## config.mk

```make
export PLATFORM = sky130hd
export DESIGN_NAME = sram_rr_arbiter
export DESIGN_NICKNAME = d
export VERILOG_FILES = /design/src/rtl/sram_rr_arbiter.sv
export SDC_FILE = /design/constraint.sdc
export NUM_CORES = 1
export LEC_CHECK = 0
export BUFFER_PORTS_ARGS = -buffer_cell sky130_fd_sc_hd__buf_2
export CORE_UTILIZATION = 35
export CTS_CLUSTER_DIAMETER = 30
export DETAILED_ROUTE_END_ITERATION = 10
export PLACE_DENSITY = 0.68
export SETUP_SLACK_MARGIN = 0.3
export SLEW_MARGIN = 30
export SYNTH_ARGS = -nofsm -noshare
export SYNTH_HDL_FRONTEND = slang
export SYNTH_SLANG_ARGS = --single-unit
```

## constraint.sdc

```tcl
create_clock -name Clk_In -period 2.1 [get_ports Clk_In]
set_input_delay 0.42 -clock Clk_In [delete_from_list [all_inputs] [get_ports Clk_In]]
set_output_delay 0.42 -clock Clk_In [all_outputs]
set_load 0.1 [all_outputs]
```

## src/rtl/sram_rr_arbiter.sv

```systemverilog
// sram_rr_arbiter: two-channel req/ack arbiter that owns a single-port SRAM; one access in flight.
// Optional macro SRAM_ARB_FIXED_PRIORITY_EN: channel A always wins ties and no round-robin pointer exists.
module sram_rr_arbiter #(
  parameter int ADDR_WIDTH   = 8,
  parameter int DATA_WIDTH   = 16,
  parameter int READ_LATENCY = 1
) (
  input  logic                  Clk_In,
  input  logic                  Reset_In,
  input  logic                  A_Req_In,
  input  logic                  A_Write_In,
  input  logic [ADDR_WIDTH-1:0] A_Address_In,
  input  logic [DATA_WIDTH-1:0] A_Data_In,
  output logic                  A_Ack_Out,
  output logic [DATA_WIDTH-1:0] A_Data_Out,
  input  logic                  B_Req_In,
  input  logic                  B_Write_In,
  input  logic [ADDR_WIDTH-1:0] B_Address_In,
  input  logic [DATA_WIDTH-1:0] B_Data_In,
  output logic                  B_Ack_Out,
  output logic [DATA_WIDTH-1:0] B_Data_Out,
  output logic [DATA_WIDTH-1:0] Sram_Data_Out,
  output logic [ADDR_WIDTH-1:0] Sram_Address_Out,
  output logic                  Sram_Write_Enable_Out,
  output logic                  Sram_Read_Enable_Out,
  input  logic [DATA_WIDTH-1:0] Sram_Data_In,
  output logic                  Busy_Out
);

  localparam int CNT_W = 2;

  typedef enum logic [1:0] {IDLE, ISSUE, WAIT, RESP} state_t;

  state_t           state, state_nxt;
  logic             grant_b;
  logic             win_b;
  logic             cmd_write;
  logic [CNT_W-1:0] lat_cnt;

`ifdef SRAM_ARB_FIXED_PRIORITY_EN
  assign grant_b = B_Req_In & ~A_Req_In;
`else
  // ptr_b = 1 means B wins the next tie
  logic ptr_b;
  assign grant_b = B_Req_In & (~A_Req_In | ptr_b);
`endif

  always_comb begin
    state_nxt = state;
    case (state)
      IDLE:    if (A_Req_In || B_Req_In) state_nxt = ISSUE;
      ISSUE:   state_nxt = cmd_write ? RESP : WAIT;
      WAIT:    if (lat_cnt == '0) state_nxt = RESP;
      RESP:    state_nxt = IDLE;
      default: state_nxt = IDLE;
    endcase
  end

  always_ff @(posedge Clk_In) begin
    if (!Reset_In) begin
      state                 <= IDLE;
      lat_cnt               <= '0;
      win_b                 <= 1'b0;
      cmd_write             <= 1'b0;
      A_Ack_Out             <= 1'b0;
      B_Ack_Out             <= 1'b0;
      A_Data_Out            <= '0;
      B_Data_Out            <= '0;
      Sram_Data_Out         <= '0;
      Sram_Address_Out      <= '0;
      Sram_Write_Enable_Out <= 1'b0;
      Sram_Read_Enable_Out  <= 1'b0;
      Busy_Out              <= 1'b0;
`ifndef SRAM_ARB_FIXED_PRIORITY_EN
      ptr_b                 <= 1'b0;
`endif
    end else begin
      state                 <= state_nxt;
      Busy_Out              <= (state_nxt != IDLE);
      Sram_Write_Enable_Out <= 1'b0;
      Sram_Read_Enable_Out  <= 1'b0;
      A_Ack_Out             <= 1'b0;
      B_Ack_Out             <= 1'b0;
      case (state)
        // grant: latch the winner's command straight onto the SRAM pins
        IDLE: begin
          if (state_nxt == ISSUE) begin
            win_b                 <= grant_b;
            cmd_write             <= grant_b ? B_Write_In : A_Write_In;
            Sram_Address_Out      <= grant_b ? B_Address_In : A_Address_In;
            Sram_Data_Out         <= grant_b ? B_Data_In : A_Data_In;
            Sram_Write_Enable_Out <= grant_b ? B_Write_In : A_Write_In;
            Sram_Read_Enable_Out  <= grant_b ? ~B_Write_In : ~A_Write_In;
          end
        end
        ISSUE: begin
          lat_cnt <= CNT_W'(READ_LATENCY - 1);
          if (cmd_write) begin
            A_Ack_Out <= ~win_b;
            B_Ack_Out <= win_b;
          end
        end
        // read data is valid on the last wait cycle
        WAIT: begin
          if (lat_cnt == '0) begin
            if (win_b) B_Data_Out <= Sram_Data_In;
            else       A_Data_Out <= Sram_Data_In;
            A_Ack_Out <= ~win_b;
            B_Ack_Out <= win_b;
          end else begin
            lat_cnt <= lat_cnt - 1'b1;
          end
        end
        RESP: begin
`ifndef SRAM_ARB_FIXED_PRIORITY_EN
          ptr_b <= ~win_b;
`endif
        end
        default: ;
      endcase
    end
  end

endmodule

```

==> results of run 1 <==
## per-layer routing
metal  GRT usage  vias up
met3      0.0427       11
li1            -     1456
met1       0.214     1361
met2       0.299      123
met5           0        -
met4      0.0694        0
## final timing paths
| kind | cells past startpoint | slack (ns) | start | to |
|---|---|---|---|---|
| worst min register to register | 2 | 0.45 | B_Data_Out[5] | B_Data_Out[5] |
| worst min-delay path | 3 | 0.33 | Sram_Data_In[3] | B_Data_Out[3] |
| worst max register to register | 5 | 0.44 | state[0] | cmd_write |
| worst max-delay path | 5 | 0.44 | state[0] | cmd_write |
## timing repair
| action | 4_1_cts | 5_1_grt |
|---|---|---|
| setup endpoints to repair | 1 | 25 |
| gates resized for setup | 2 | 2 |
| cloned | 0 | 1 |
## final cells by class
class	instances	area (um^2)	share of cell area
multi-input combinational	237	1470	0.372
sequential	68	1360	0.345
clock inverter	6	88.8	0.0225
inverter	8	30.0	0.00759
clock buffer	10	128	0.0323
timing repair buffer	140	742	0.188
tap	105	131	0.0332
## power by group
group | switching (mW) | internal [mW]
logic | 2.80 | 0.888
registers | 0.161 | 1.58
clock network | 0.495 | 0.669
## synth_stat cells (2+ instances only)
cell / instances
dfxtp_1: 68
nand2_1: 64
a21oi_1: 62
o21ai_0: 29
nand3b_1: 28
clkbuf_1: 23
a311oi_2: 20
inv_1: 7
a311oi_1: 5
ha_1: 5
buf_2: 4
nor2_1: 4
and2_1: 3
nand3_1: 3
nor2b_1: 3
and3b_1: 2
buf_12: 2
buf_6: 2
## registers in the layout, summed over array words and instances, names as in the netlist
name,flops
A_Data_Out,16
B_Data_Out,16
Sram_Data_Out,16
Sram_Address_Out,8
lat_cnt,2
state,2
A_Ack_Out,1
B_Ack_Out,1
Busy_Out,1
Sram_Read_Enable_Out,1
Sram_Write_Enable_Out,1
cmd_write,1
ptr_b,1
win_b,1
## through the flow
step                 util  cells  setup slack, ns  area [um^2]
floorplan               -    344            0.300         3020
global placement    0.448    557            0.381         3720
detailed placement  0.448    557            0.310         3720
CTS                 0.475    573            0.357         3940
global route        0.477    574            0.346         3960
finish              0.477    574            0.443         3960
## logic make-up after synthesis
group / Yosys count
adder cells (fa/ha/maj): 5
flip-flops: 68
AO/OA/AOI/OAI: 120
buffers and inverters: 40
AND/OR/NAND/NOR: 111
## critical path, delay by kind of cell, from the launching register on
family | cells | cell delay (ns)
and+or+nand+nor | 2 | 0.59
DFF | 1 | 0.37
adders and majority gates | 1 | 0.33
AOI/OAI and AO/OA | 1 | 0.16
buffers and inverters | 1 | 0.07
## cell usage in the layout, fill, tap and decap left out, types with 3 or more instances in the layout
| master | instances |
|---|---|
| nand3b_1 | 28 |
| o21ai_0 | 29 |
| ha_1 | 5 |
| clkbuf_8 | 9 |
| a311oi_2 | 20 |
| nor2_1 | 4 |
| a21oi_1 | 62 |
| buf_4 | 8 |
| nand2_1 | 64 |
| inv_1 | 7 |
| and2_1 | 3 |
| dfxtp_1 | 67 |
| buf_2 | 130 |
| a311oi_1 | 5 |
==> flow_metrics.py, run 1 <==
metrics = {
    "critical_path": {
        "cp_slowest_stage_delay_ns": 0.40,
        "cpMaxStageDelayCell": "and2_2",
        "path_class": "flip-flop to flip-flop",
        "crit_fanout": 12,
        "required_ns": 2.30,
        "crit_chain": "inv_1 -> ha_1 -> nor2b_2 -> and2_2 -> a311oi_2",
        "arrival_ns": 1.86,
        "endpoint_kind": "flip-flop",
        "startpoint_type": "flip-flop",
    },
    "sta": {
        "setup_tns_ns": 0,
        "hold_viol": 0,
        "tightest_slew_ns": 0.507,
        "fmax_ghz": 0.604,
        "rsz0062_at_grt": "no",
        "relSlewSlack": 0.664,
        "fin_crit_ns": 1.66,
        "finalCritPeriodShare": 0.789,
        "setup_viol": 0,
        "skew_ns": 0.0121,
        "final_max_slew_viol_count": 0,
        "hold_slack_ns": 0.326,
    },
    "worst_hold_path": {
        "hp-class": "input pin to flip-flop",
    },
    "run": {
        "drv_cap": 0,
    },
    "run_status": {
        "status": "complete, no violations",
    },
    "synth": {
        "syn-instance-count": 344,
        "synth_area_leaders": "dfxtp_1, a21oi_1, a311oi_2, nand2_1, nand3b_1",
        "synth-seq-cells": 68,
        "synth_top_cell_area_share": 0.451,
        "avgSynthCellArea_um2": 8.77,
        "synth_top_family_by_area": "compound AO/OA/AOI/OAI gates",
        "synth_top_area_cell": "dfxtp_1",
        "synth_area_um2": 3020,
        "async_flop_share": 0,
        "seq_area_frac_synth": 0.451,
        "synth-simple-area-share": 0.186,
        "synth_compound_area_frac": 0.275,
        "synth_fa_ha_area_frac": 0.0207,
        "synth_ff_type": "dfxtp_1",
        "synthesis.nets": 419,
        "ys_types": 28,
        "synthXorXnorAreaFrac": 0,
        "synth_mux_area_frac": 0,
        "yosysWarnings": 0,
        "synth-edff-count": 0,
    },
    "layout": {
        "drive_above_1_share": 0.390,
        "nets": 539,
        "area_delta_synth_final_pct": 31.1,
        "fillers": 817,
        "diodes": 0,
    },
    "floorplanning": {
        "initial_utilization": 0.364,
        "fp.dieArea_um2": 9000,
        "die_y_um": 94.9,
        "die_x_um": 94.9,
        "io_pins": 131,
        "row_count": 33,
        "core_area_um2": 8300,
    },
    "power": {
        "peakVddDrop_v": 0.00125,
        "powerDensity_nw_per_um2": 1670,
        "power.leakage_nw": 1.66,
        "p_total_mw": 6.59,
    },
    "placed_design": {
        "gp_congestion": 0.755,
        "portBuffers": 130,
        "dp_hpwl_mm": 5.56,
    },
    "routing": {
        "drt_iter0_markers": 63,
        "antenna_left": 0,
        "viasPerCell": 5.14,
        "met1Wirelength_mm": 3.48,
        "num_vias": 2951,
        "wl_per_cell_um": 13.6,
        "first_pass_iters": 4,
        "drc": 0,
        "wl_met2_mm": 3.57,
        "wl_met3_um": 670,
        "drt-total-wl_mm": 7.83,
        "highest_layer": "met4",
    },
    "clock_network": {
        "clkTransAtPathRegs_ns": 0.08,
        "cts_tree": "built",
        "cts_root_buf": "clkbuf_8",
        "cts_max_path_buffers": 2,
        "cts_buffers": 9,
        "worstSkewPairLatency_ns": 0.34,
        "postCtsSetupBuffers": 0,
        "cts.sinks": 68,
        "h-tree-depth": 3,
        "cts_hold_buf": 0,
    },
    "global_route": {
        "grt_pass1_wl_mm": 12.4,
        "antenna_found_initial": 0,
        "grt_usage": 0.176,
        "grt_pass1_vias": 2703,
        "overflow": 0,
        "grt_max_degree": 56,
    },
}
Note: power is estimated with default switching activity, not from simulation.
==> run 2, diff against run 1 <==
Settings changed: ABC_AREA set to 1.
Clock period 2.1 ns to 1.7 ns, I/O delays scaled along.
==> run 2 against run 1 <==
Net effect: cell count up 19%; non-clock buffer count up 8; utilization up 4.8 points.
==> flow_metrics.py, run 2 <==
metrics = {
    "run_status": {
        "status": "complete, no violations",
    },
    "layout": {
        "mostFrequentLayoutCells": "nand2_1, nor2_1, buf_4, buf_2, dfxtp_1",
        "layout_commonest_cell": "nand2_1",
        "drive_above_1_share": 0.342,
        "diodes": 0,
        "final_cells": 684,
        "final_core_util": 0.525,
        "area_delta_synth_final_pct": 42.8,
        "largestRegisters": "A_Data_Out: 16 flops, B_Data_Out: 16 flops, Sram_Data_Out: 16 flops",
        "nets": 649,
    },
    "synth": {
        "seq_area_frac_synth": 0.442,
        "synth_top_cell_area_share": 0.442,
        "yosysWarnings": 0,
        "avgSynthCellArea_um2": 7.00,
        "synthesis.nets": 515,
        "synth_area_um2": 3080,
        "synth_area_leaders": "dfxtp_1, nand2_1, nor2_1, nand3_1, inv_1",
        "synth-edff-count": 0,
        "synth.most_common_cell": "nand2_1",
        "synth_ff_type": "dfxtp_1",
        "async_flop_share": 0,
        "ys_types": 24,
        "synthTopCellsByCount": "nand2_1, nor2_1, dfxtp_1",
        "syn-instance-count": 440,
        "synth-seq-cells": 68,
        "synth_top_area_cell": "dfxtp_1",
    },
    "sta": {
        "final_max_slew_viol_count": 0,
        "skew_ns": 0.0104,
        "tightest_slew_ns": 0.347,
        "relSlewSlack": 0.769,
        "rsz0062_at_grt": "yes",
        "fin_crit_ns": 1.41,
        "fmax_ghz": 0.707,
        "setup_tns_ns": 0,
        "setup_viol": 0,
        "finalCritPeriodShare": 0.832,
        "fin_ws_ns": 0.285,
        "hold_viol": 0,
    },
    "critical_path": {
        "crit_chain": "inv_2 -> ha_4 -> inv_4 -> nand3_4 -> clkbuf_16 -> nand2_1 -> nand2_1 -> nor2_1",
        "cp.buffers_inverters": 3,
        "path_common_cell": "nand2_1",
        "path_class": "flip-flop to flip-flop",
        "crit_fanout": 12,
        "required_ns": 1.97,
        "startpoint_type": "flip-flop",
        "crit_family": "simple AND/OR/NAND/NOR gates",
        "cp_slowest_stage_delay_ns": 0.35,
        "arrival_ns": 1.69,
        "endpoint_kind": "flip-flop",
        "cpMaxStageDelayCell": "dfxtp_2",
    },
    "clock_network": {
        "worstSkewPairLatency_ns": 0.34,
        "cts_buffers": 9,
        "cts.sinks": 68,
        "cts_max_path_buffers": 2,
        "cts_tree": "built",
        "cts_root_buf": "clkbuf_8",
        "h-tree-depth": 3,
        "clkTransAtPathRegs_ns": 0.07,
    },
    "global_route": {
        "overflow": 0,
        "antenna_found_initial": 0,
        "grt_pass1_wl_mm": 12.8,
        "grt_pass1_vias": 2991,
        "grt_max_degree": 27,
        "grt_usage": 0.176,
    },
    "run": {
        "drv_cap": 0,
    },
    "floorplanning": {
        "initial_utilization": 0.367,
        "die_x_um": 95.8,
        "row_count": 33,
        "io_pins": 131,
        "die_y_um": 95.8,
        "core_area_um2": 8380,
        "fp.dieArea_um2": 9180,
    },
    "placed_design": {
        "gp_congestion": 0.764,
        "dp.cells": 660,
        "dp_hpwl_mm": 5.72,
        "portBuffers": 130,
        "dp_slack_ns": 0.189,
    },
    "routing": {
        "viasPerCell": 4.67,
        "num_vias": 3192,
        "first_pass_iters": 4,
        "wl_per_cell_um": 12.6,
        "drt-total-wl_mm": 8.61,
        "drc": 0,
        "drt_iter0_markers": 112,
        "antenna_left": 0,
    },
    "worst_hold_path": {
        "hp-class": "input pin to flip-flop",
    },
}
-- run 2: worst reg2reg max path, cell delays in order (launching register included) --
cell       delay, ns
dfxtp_2         0.35
inv_2           0.06
ha_4            0.25
inv_4           0.06
nand3_4         0.18
clkbuf_16       0.25
nand2_1         0.06
nand2_1         0.05
nor2_1          0.09
-- run 2: cell type report --
cell class	count	area, um^2
clock buffers	9	124
flip-flops and latches	68	1370
clock inverters	7	100
multi-input cells	309	1460
fillers	842	3990
inverters	38	155
well taps	105	131
repair buffers	148	1060
-- run 2: what timing repair did --
item                                    CTS  global route
pin swaps                                 0             8
hold buffers                              0             0
cloned                                    1             5
buffers inserted                          1             1
endpoints found under the setup margin  119            58
resized for setup                        67            34
-- run 2: per-layer routing --
layer	track usage	vias to the layer above	share of wire
li1	-	1633	-
met1	0.200	1441	0.43
met2	0.318	104	0.49
met3	0.0458	14	0.067
met4	0.0609	0	0.013
met5	0	-	0
-- run 2: cell families after synthesis --
| group | count (synthesis) | share of synthesized area |
|---|---|---|
| compound gates | 44 | 0.0723 |
| fa+ha+maj | 5 | 0.0203 |
| buf+inv | 63 | 0.109 |
| flops | 68 | 0.442 |
| simple gates | 260 | 0.356 |
-- run 2: worst paths after layout --
check | startpoint | slack (ns) | cells past startpoint | to
worst max-delay path | state[1] | 0.29 | 8 | Sram_Data_Out[15]
worst min-delay path | Sram_Data_In[2] | 0.24 | 3 | A_Data_Out[2]
worst max register to register | state[1] | 0.29 | 8 | Sram_Data_Out[15]
worst min register to register | B_Data_Out[13] | 0.46 | 2 | B_Data_Out[13]
-- run 2: stage by stage --
step / area [um^2] / hold slack [ns]
after floorplan: 3080 / 0.445
after global placement: 3750 / 0.448
after detailed placement: 3750 / 0.450
after CTS: 4170 / 0.229
after global routing: 4400 / 0.250
final: 4400 / 0.240
Power of run 2 is not shown: default switching activity piles up to over one toggle a cycle in this logic, so the estimate is an artifact.
==> run 3, diff against run 2 <==
Settings changed: ABC_AREA 1 to 0.
Clock period 1.7 ns to 1.39 ns, I/O delays scaled along.
==> run 3 against run 2 <==
Net effect: the flow now finishes with violations (negative setup slack); maximum frequency down 5.7%; clock-buffer cell count up 3; critical path depth down 1; worst hold slack worse by 0.062 ns; via count up 0.53%; critical path type unchanged.
==> flow_metrics.py, run 3 (same netlist as run 1, synthesis figures left out) <==
metrics = {
    "routing": {
        "drc": 0,
        "drt-total-wl_mm": 10.3,
        "num_vias": 3209,
        "viasPerCell": 5.32,
        "wl_per_cell_um": 17.1,
        "first_pass_iters": 4,
        "antenna_left": 0,
        "drt_iter0_markers": 89,
    },
    "sta": {
        "relSlewSlack": 0.768,
        "setup_viol": 42,
        "skew_ns": 0.00785,
        "tightest_slew_ns": 0.347,
        "finalCritPeriodShare": 1.08,
        "fmax_ghz": 0.666,
        "final_max_slew_viol_count": 0,
        "rsz0062_at_grt": "yes",
        "fin_crit_ns": 1.50,
        "hold_slack_ns": 0.178,
        "hold_viol": 0,
        "fin_ws_ns": -0.111,
    },
    "layout": {
        "layout_commonest_cell": "buf_2",
        "diodes": 0,
        "largestRegisters": "A_Data_Out: 16 flops, B_Data_Out: 16 flops, Sram_Data_Out: 16 flops",
        "nets": 568,
        "final_core_util": 0.657,
        "drive_above_1_share": 0.606,
        "fin_area_um2": 5450,
        "mostFrequentLayoutCells": "buf_2, buf_12, nand2_1, dfxtp_2, a21oi_1",
        "area_delta_synth_final_pct": 80.7,
    },
    "global_route": {
        "use_met1": 0.245,
        "grt_max_degree": 62,
        "top_usage_layer": "met2",
        "grtUsageMet3": 0.0660,
        "grt_pass1_wl_mm": 15.6,
        "overflow": 0,
        "grt_usage": 0.226,
        "grt_pass1_vias": 3177,
        "use_met2": 0.405,
        "antenna_found_initial": 1,
    },
    "floorplanning": {
        "initial_utilization": 0.364,
        "io_pins": 131,
        "die_y_um": 94.9,
        "core_area_um2": 8300,
        "row_count": 33,
        "die_x_um": 94.9,
        "fp.dieArea_um2": 9000,
    },
    "critical_path": {
        "required_ns": 1.63,
        "path_depth": 7,
        "startpoint_type": "flip-flop",
        "r2r.worst_path.cells": 7,
        "arrival_ns": 1.74,
        "crit_fanout": 8,
        "cp.buffers_inverters": 3,
        "endpoint": "Sram_Data_Out[13]",
        "cp_slowest_stage_delay_ns": 0.34,
        "r2r-end": "Sram_Data_Out[13]",
        "cp-startpoint": "state[0]",
        "r2r_slack_ns": -0.11,
        "crit_chain": "inv_2 -> ha_4 -> nor2b_4 -> buf_6 -> buf_16 -> a21oi_1 -> a311oi_2",
        "endpoint_kind": "flip-flop",
        "cpMaxStageDelayCell": "dfxtp_2",
        "crit_family": "flip-flops",
        "path_class": "flip-flop to flip-flop",
        "reg2reg_from": "state[0]",
    },
    "placed_design": {
        "dp_hpwl_mm": 5.59,
        "placed_cell_area_um2": 3930,
        "gp_congestion": 0.736,
        "portBuffers": 130,
    },
    "power": {
        "powerDensity_nw_per_um2": 2340,
        "power.leakage_nw": 2.09,
        "peakVddDrop_v": 0.00120,
        "switching_power_mw": 6.02,
        "sw_frac_of_total": 0.472,
        "clkPwrFrac": 0.131,
        "internal_power_mw": 6.75,
        "pwr-share-seq": 0.230,
        "pwr-share-comb": 0.640,
    },
    "clock_network": {
        "cts.sinks": 68,
        "cts_max_path_buffers": 2,
        "cts_buffers": 9,
        "worstSkewPairLatency_ns": 0.34,
        "clkTransAtPathRegs_ns": 0.07,
        "cts_root_buf": "clkbuf_8",
        "cts_tree": "built",
        "h-tree-depth": 3,
    },
    "run_status": {
        "status": "finished with violations",
        "violations": "negative setup slack",
    },
    "worst_hold_path": {
        "hp-class": "input pin to flip-flop",
    },
    "run": {
        "drv_cap": 0,
    },
}
## run 3: power by group through the flow
stage | sequential, mW | combinational [mW] | clock [mW]
after floorplan | 5.30 | 2.49 | 0
after global placement | 2.68 | 5.70 | 0
after detailed placement | 2.68 | 5.80 | 0
after CTS | 2.89 | 7.55 | 1.70
after global routing | 2.98 | 8.51 | 1.80
final | 2.93 | 8.17 | 1.67
## run 3: stage by stage
step / cells / setup slack [ns] / total power, mW / setup TNS, ns
3_5_place_dp: 566 / -0.125 / 8.48 / -3.63
6_report: 603 / -0.111 / 12.8 / -2.53
5_1_grt: 603 / -0.161 / 13.3 / -4.71
3_3_place_gp: 566 / -0.0704 / 8.38 / -2.34
2_1_floorplan: 344 / -0.0456 / 7.78 / -0.909
4_1_cts: 592 / -0.0470 / 12.1 / -0.881
## run 3: worst min path at each step
stage | endpoint | cells after the start | slack [ns] | from
2_1_floorplan | Busy_Out | 1 | 0.40 | Reset_In
3_3_place_gp | B_Data_Out[9] | 2 | 0.44 | B_Data_Out[9]
3_5_place_dp | B_Data_Out[9] | 2 | 0.44 | B_Data_Out[9]
4_1_cts | B_Data_Out[8] | 3 | 0.16 | Sram_Data_In[8]
5_1_grt | B_Data_Out[4] | 3 | 0.17 | Sram_Data_In[4]
6_report | B_Data_Out[4] | 3 | 0.18 | Sram_Data_In[4]
## run 3: layout make-up
cell class,count,area (um^2)
inverter,8,30.0
fill,603,2850
tap,105,131
multi-input combinational,239,1620
sequential,68,1460
clock inverter,4,47.5
clock buffer,12,155
timing repair buffer,167,2000
## run 3: metal layers
layer / share of wire / vias to the layer above
li1: - / 1519
met1: 0.38 / 1502
met2: 0.52 / 155
met3: 0.074 / 31
met4: 0.025 / 2
met5: 0.00097 / -
## run 3: what timing repair did
| item | in CTS | in global routing |
|---|---|---|
| endpoints found under the setup margin | 127 | 127 |
| pin swaps | 12 | 8 |
| endpoints found under the hold margin | 0 | 0 |
| hold buffers | 0 | 0 |
| cloned | 4 | 2 |
| buffers inserted | 6 | 9 |
| resized for setup | 276 | 37 |
## run 3: tightest hold or removal path: cells and delay by family
family,cells,cell delay (ns)
AOI/OAI and AO/OA,1,0.05
buffers and inverters,1,0.11
and+or+nand+nor,1,0.05
